==> src/rtl/unified_mem_arbiter_pkg.sv <==
// Shared types for the unified instruction/data memory arbiter.
package unified_mem_arbiter_pkg;

   typedef enum logic [1:0] {
      IDLE   = 2'd0,
      WAIT_F = 2'd1,
      WAIT_D = 2'd2
   } Arb_State_Case;

   typedef enum logic {
      OWNER_FETCH = 1'b0,
      OWNER_DATA  = 1'b1
   } Mem_Owner_Case;

endpackage

==> src/rtl/unified_mem_arbiter.sv <==
// Arbitrates the single-ported unified memory between fetch and load/store, one transaction outstanding.
// Define UMA_FAIR_EN to alternate between requesters on contention instead of fixed data-over-fetch priority.
module unified_mem_arbiter
   import unified_mem_arbiter_pkg::*;
#(
   parameter int ADDR_W = 32,
   parameter int DATA_W = 32
) (
   input  logic                clk,
   input  logic                rst_n,
   input  logic                if_req,
   input  logic [ADDR_W-1:0]   if_addr,
   output logic                if_gnt,
   output logic                if_rvalid,
   output logic [DATA_W-1:0]   if_rdata,
   input  logic                d_req,
   input  logic                d_we,
   input  logic [ADDR_W-1:0]   d_addr,
   input  logic [DATA_W-1:0]   d_wdata,
   input  logic [DATA_W/8-1:0] d_be,
   output logic                d_gnt,
   output logic                d_rvalid,
   output logic [DATA_W-1:0]   d_rdata,
   output logic                mem_req,
   output logic                mem_we,
   output logic [ADDR_W-1:0]   mem_addr,
   output logic [DATA_W-1:0]   mem_wdata,
   output logic [DATA_W/8-1:0] mem_be,
   input  logic                mem_gnt,
   input  logic                mem_rvalid,
   input  logic [DATA_W-1:0]   mem_rdata,
   output logic                spurious_rsp
);

   localparam int BE_W  = DATA_W / 8;
   localparam int OFF_W = $clog2(BE_W);
   localparam logic [ADDR_W-1:0] ALIGN_MASK = ~ADDR_W'((1 << OFF_W) - 1);

   Arb_State_Case state;
   logic          spurious_q;
   logic          sel_d;
   logic          sel_f;
   logic          idle;
   logic          grant;

`ifdef UMA_FAIR_EN
   Mem_Owner_Case last_owner;
`endif

   always_comb begin
      sel_d = d_req;
`ifdef UMA_FAIR_EN
      if (d_req && if_req) begin
         sel_d = (last_owner == OWNER_FETCH);
      end
`endif
      sel_f = if_req && !sel_d;
   end

   // Gating with rst_n keeps every combinational output at 0 while reset is held.
   assign idle  = rst_n && (state == IDLE);
   assign grant = idle && (if_req || d_req) && mem_gnt;

   always_comb begin
      mem_req   = idle && (if_req || d_req);
      mem_we    = 1'b0;
      mem_addr  = '0;
      mem_wdata = '0;
      mem_be    = '0;
      if (mem_req) begin
         if (sel_d) begin
            mem_we    = d_we;
            mem_addr  = d_addr & ALIGN_MASK;
            mem_wdata = d_wdata;
            mem_be    = d_be;
         end else begin
            mem_addr  = if_addr & ALIGN_MASK;
            mem_be    = '1;
         end
      end
   end

   always_comb begin
      if_gnt    = idle && sel_f && mem_gnt;
      d_gnt     = idle && sel_d && mem_gnt;
      if_rvalid = rst_n && (state == WAIT_F) && mem_rvalid;
      d_rvalid  = rst_n && (state == WAIT_D) && mem_rvalid;
      if_rdata  = if_rvalid ? mem_rdata : '0;
      d_rdata   = d_rvalid  ? mem_rdata : '0;
   end

   assign spurious_rsp = spurious_q;

   always_ff @(posedge clk or negedge rst_n) begin
      if (!rst_n) begin
         state      <= IDLE;
         spurious_q <= 1'b0;
`ifdef UMA_FAIR_EN
         last_owner <= OWNER_FETCH;
`endif
      end else begin
         case (state)
            IDLE: begin
               // A response with nothing outstanding (even alongside a grant) is never routed.
               if (mem_rvalid) begin
                  spurious_q <= 1'b1;
               end
               if (grant) begin
                  state <= sel_d ? WAIT_D : WAIT_F;
`ifdef UMA_FAIR_EN
                  last_owner <= sel_d ? OWNER_DATA : OWNER_FETCH;
`endif
               end
            end
            WAIT_F, WAIT_D: begin
               if (mem_rvalid) begin
                  state <= IDLE;
               end
            end
            default: state <= IDLE;
         endcase
      end
   end

endmodule

==> config.mk <==
export PLATFORM = sky130hd
export DESIGN_NAME = unified_mem_arbiter
export DESIGN_NICKNAME = d
export VERILOG_FILES = /design/src/rtl/unified_mem_arbiter_pkg.sv /design/src/rtl/unified_mem_arbiter.sv
export SDC_FILE = /design/constraint.sdc
export NUM_CORES = 1
export LEC_CHECK = 0
export ABC_AREA = 1
export BUFFER_PORTS_ARGS = -buffer_cell sky130_fd_sc_hd__buf_2
export CORE_AREA = 5 5 103 105
export DETAILED_ROUTE_END_ITERATION = 6
export DIE_AREA = 0 0 108 110
export GPL_TIMING_DRIVEN = 0
export PLACE_DENSITY = 0.51
export SLEW_MARGIN = 20
export SYNTH_ARGS = -nofsm -noshare
export SYNTH_HDL_FRONTEND = slang
export SYNTH_SLANG_ARGS = --single-unit
==> constraint.sdc <==
create_clock -name clk -period 1.6 [get_ports clk]
set_input_delay 0 -clock clk [delete_from_list [all_inputs] [get_ports clk]]
set_output_delay 0 -clock clk [all_outputs]
set_load 0.05 [all_outputs]
* Word-level counts from Yosys, hierarchy flattened
Cells that the tools add are included.
W data, S select, Z words.
** Storage, ports and cells
- Bits in registers :: 3
- Output and inout bits :: 139
- Word-level logic and storage cells :: 38
** Operators by class
- Equality and inequality tests :: 4
- Reduce and logical (&&, ||, !) cells :: 18
- Multiplexer cells :: 14
** Operators by type and width (count)
- $mux W32 :: 6
- $logic_and A1 B1 Y1 :: 12
- $mux W4 :: 2
- $mux W2 :: 3
- $ne A2 B2 Y1 const B :: 2
- $pmux W2 S2 :: 1
- $reduce_and A2 Y1 :: 2
- $eq A2 B1 Y1 const B :: 1
- $eq A2 B2 Y1 const B :: 1
- $logic_not A2 Y1 :: 1
- $mux W1 :: 2
- $reduce_or A2 Y1 :: 1
- $logic_not A1 Y1 :: 1
- $logic_or A1 B1 Y1 :: 1

* Depth between registers and ports, before layout
- Depth in word-level cells :: 6
- Mapped depth :: 9

* Worst setup path before layout
OpenSTA, ideal clock, no wires.
- Kind :: register -> output
- Start :: register state[0]
- End :: output port if_gnt
- Buffers on the path :: 0
- Stages on the path, launching flop included :: 5
- Setup slack :: -0.576 ns
- Arrival :: 2.176 ns
- Data required time :: 1.600 ns
- Path through :: dfrtp_1 > inv_1 > ha_1 > nand2_1 > nor4_1
** Between the ends
- Longest elaborated chain between the ends :: 4
** RTL lines
- from (decl) :: line unified_mem_arbiter.sv:39 : Arb_State_Case state;
- from (signal assigned) :: line unified_mem_arbiter.sv:109 : state <= sel_d ? WAIT_D : WAIT_F;
- $logic_not A2 Y1 :: line unified_mem_arbiter.sv:61 : assign idle = rst_n && (state == IDLE);
- $logic_and A1 B1 Y1 :: line unified_mem_arbiter.sv:61
- $logic_and A1 B1 Y1 (2 in a row) :: line unified_mem_arbiter.sv:84 : if_gnt = idle && sel_f && mem_gnt;
- to (decl) :: line unified_mem_arbiter.sv:13 : output logic if_gnt,
No other way between the ends.

* Worst setup path after layout
- Start :: register state[0]
- End :: output port mem_wdata[11]
** Between the ends
- Longest elaborated chain between the ends :: 4
** RTL lines
- $logic_not A2 Y1 :: line unified_mem_arbiter.sv:61
- $logic_and A1 B1 Y1 :: line unified_mem_arbiter.sv:61
- $logic_and A1 B1 Y1 :: line unified_mem_arbiter.sv:65 : mem_req = idle && (if_req || d_req);
- $mux W32 :: line unified_mem_arbiter.sv:70 : if (mem_req) begin
- to (decl) :: line unified_mem_arbiter.sv:27 : output logic [DATA_W-1:0] mem_wdata,
No other way between the ends.

==> out/qor.csv <==
metric,value,unit
outcome,"finished, violations left",
violations,setup timing,
hpwlAfterDp,7.70,mm
fin_nets,814,
dr.pass1.iters,6,
num_antenna_cells,0,
clock.fmax,619,MHz
critPathArrivalTime,1.62,ns
postRouteAntennaNets,0,
ios,278,
vdd_drop_max,0.000420,V
synthCells,381,
switching_share,58.9,%
finalCoreUtilization,46.0,%
clock_skew,0.00249,ns
finalHoldWorstSlack,0.0804,ns
fin_crit_sh,101,%
cts_buffers,3,
powerDensity,803,nW/um2
yosys.area_share.xor_xnor,0,%
synth-seq-area-share,4.57,%
antenna_found_initial,0,
internal_power,1450,uW
syn-mean-instance-area,4.31,um2
initial_core_util,17.2,%
routed_wl,10.2,mm
path_max_fanout,6,
grt_pass1_wl,13.6,mm
dp_cells,785,
layout_common_cells,"buf_2 (151), nand2_1 (128), inv_1 (101)",
stdcell_count,804,
cp-end-kind,output pin,
viasPerCell,3.96,
seqPwrFrac,3.2,%
cap_violations,0,
p_leak,0.00294,uW
synthMuxAreaShare,0,%
worst_setup_path_start_kind,flop,
cts-root-buf,clkbuf_8,
grt_max_degree,11,
netlist_area,1640,um2
synth_top_family_by_area,simple AND/OR/NAND/NOR gates,
cts_tree,yes,
ys_seq_elements,3,
rsz0062_at_grt,yes,
clock_latency,0.21,ns
fp.dieH,110,um
ys_types,17,
drt_iter0_markers,120,
io_buffers,270,
yosys.area_share.adder,2.29,%
num_vias,3181,
synthSimpleGateAreaFrac,57.6,%
switchingPower,2080,uW
core_area,9550,um2
row_count,36,
fin_crit,1.62,ns
yosysWarnings,0,
grt-ovfl-total,0,
die_area,11900,um2
hold_viol_final,0,
crit_required,1.60,ns
cts.sinks,3,
maxSlewViolCount,0,
p_comb_share,90.6,%
clk_pin_slew,0.03,ns
cts_buffer_depth,2,
wl_per_cell,12.7,um
drc,0,
grt_pass1_vias,3002,
critPathKind,reg2out,
hp-class,in2reg,
cts_max_level,1,
areaGrowthSynthToFinish,168,%
layout_commonest_cell,buf_2,
synth_compound_area_share,0.457,%
grtUsageTotal,14.3,%
drive_gt1_share,52.8,%
gp_congestion,0.785,
finalSetupViolCount,12,
clockPowerShare,6.2,%
nFillCells,974,
worst_slack,-0.0167,ns
ff2ff_setup_slack,0.24,ns
die_w,108,um
[per-layer routing]
layer  vias up  GRT usage (%)  wire length (um)
li1       1608              -                 -
met1      1375           12.9              3130
met2       178           28.8              5550
met3        20           5.53              1200
met4         0           4.60               293
met5         -              0                 0
[cells by family after synthesis]
kind of cell    Yosys count
buf+inv                 128
other cells               1
simple gates            245
flops                     3
fa+ha+maj                 3
compound gates            1
[cell usage after synthesis]
cell | instances | area [um2]
nand3_1 | 5 | 25.0
ha_1 | 3 | 37.5
dfrtp_1 | 3 | 75.1
buf_4 | 5 | 37.5
buf_8 | 1 | 15.0
conb_1 | 1 | 3.75
o21bai_1 | 1 | 7.51
nor4_1 | 1 | 6.26
nand2_4 | 2 | 22.5
nor2_1 | 107 | 402
buf_6 | 6 | 67.6
buf_2 | 9 | 45.0
inv_2 | 2 | 7.51
inv_1 | 103 | 387
inv_4 | 2 | 12.5
nand2_1 | 129 | 484
nand2_2 | 1 | 6.26
[final cells by class]
cell class,count,area (um2),area share (%)
Clock buffer,4,45.0,1.02
Tap cell,133,166,3.78
Timing Repair Buffer,284,2190,49.8
Multi-Input combinational cell,252,1290,29.3
Inverter,107,419,9.53
Buffer,21,210,4.78
Sequential cell,3,75.1,1.71
[worst max-delay path, stage by stage (launching register included)]
cell and delay [ns]:
dfrtp_1 0.39, inv_2 0.09, ha_4 0.14, nand2_4 0.06, inv_4 0.07, buf_6 0.12
nand2_8 0.09, clkbuf_16 0.18, nor2_4 0.10, buf_8 0.15
[power by group through the flow]
stage	sequential [uW]	clock (uW)	combinational (uW)
2_1_floorplan	110	0	1730
3_3_place_gp	113	0	2310
3_5_place_dp	114	0	2310
4_1_cts	112	225	2800
5_1_grt	115	232	3400
6_report	112	219	3200
[state kept, by name, indices dropped and copies added, names as in the netlist]
signal / count
state: 2
spurious_rsp: 1
[timing repair]
action,in CTS,in global routing
endpoints found under the setup margin,127,128
buffers inserted,6,1
resized for setup,150,210
hold buffers,1,0
pin swaps,2,0
gates cloned,3,4
endpoints found under the hold margin,3,0
[final timing paths]
kind                                    from       endpoint  depth (start not counted)
worst max-delay path                state[0]  mem_wdata[11]                          9
worst min-delay path              mem_rvalid   spurious_rsp                          3
worst max register to register      state[0]       state[0]                         10
worst min register to register  spurious_rsp   spurious_rsp                          1
max in group asynchronous              rst_n       state[0]                          2
min in group asynchronous              rst_n       state[1]                          2
[metrics by stage]
step	total power (uW)	worst slack, ns	cell area, um2	TNS, ns
global placement	2420	0.00396	3170	0
floorplan	1840	-0.126	1650	-3.77
global route	3750	-0.0866	4400	-3.90
CTS	3140	-0.00839	3770	-0.0276
detailed placement	2430	-0.0298	3170	-0.102
finish	3530	-0.0167	4400	-0.103
(Power assumes the default switching activity.)
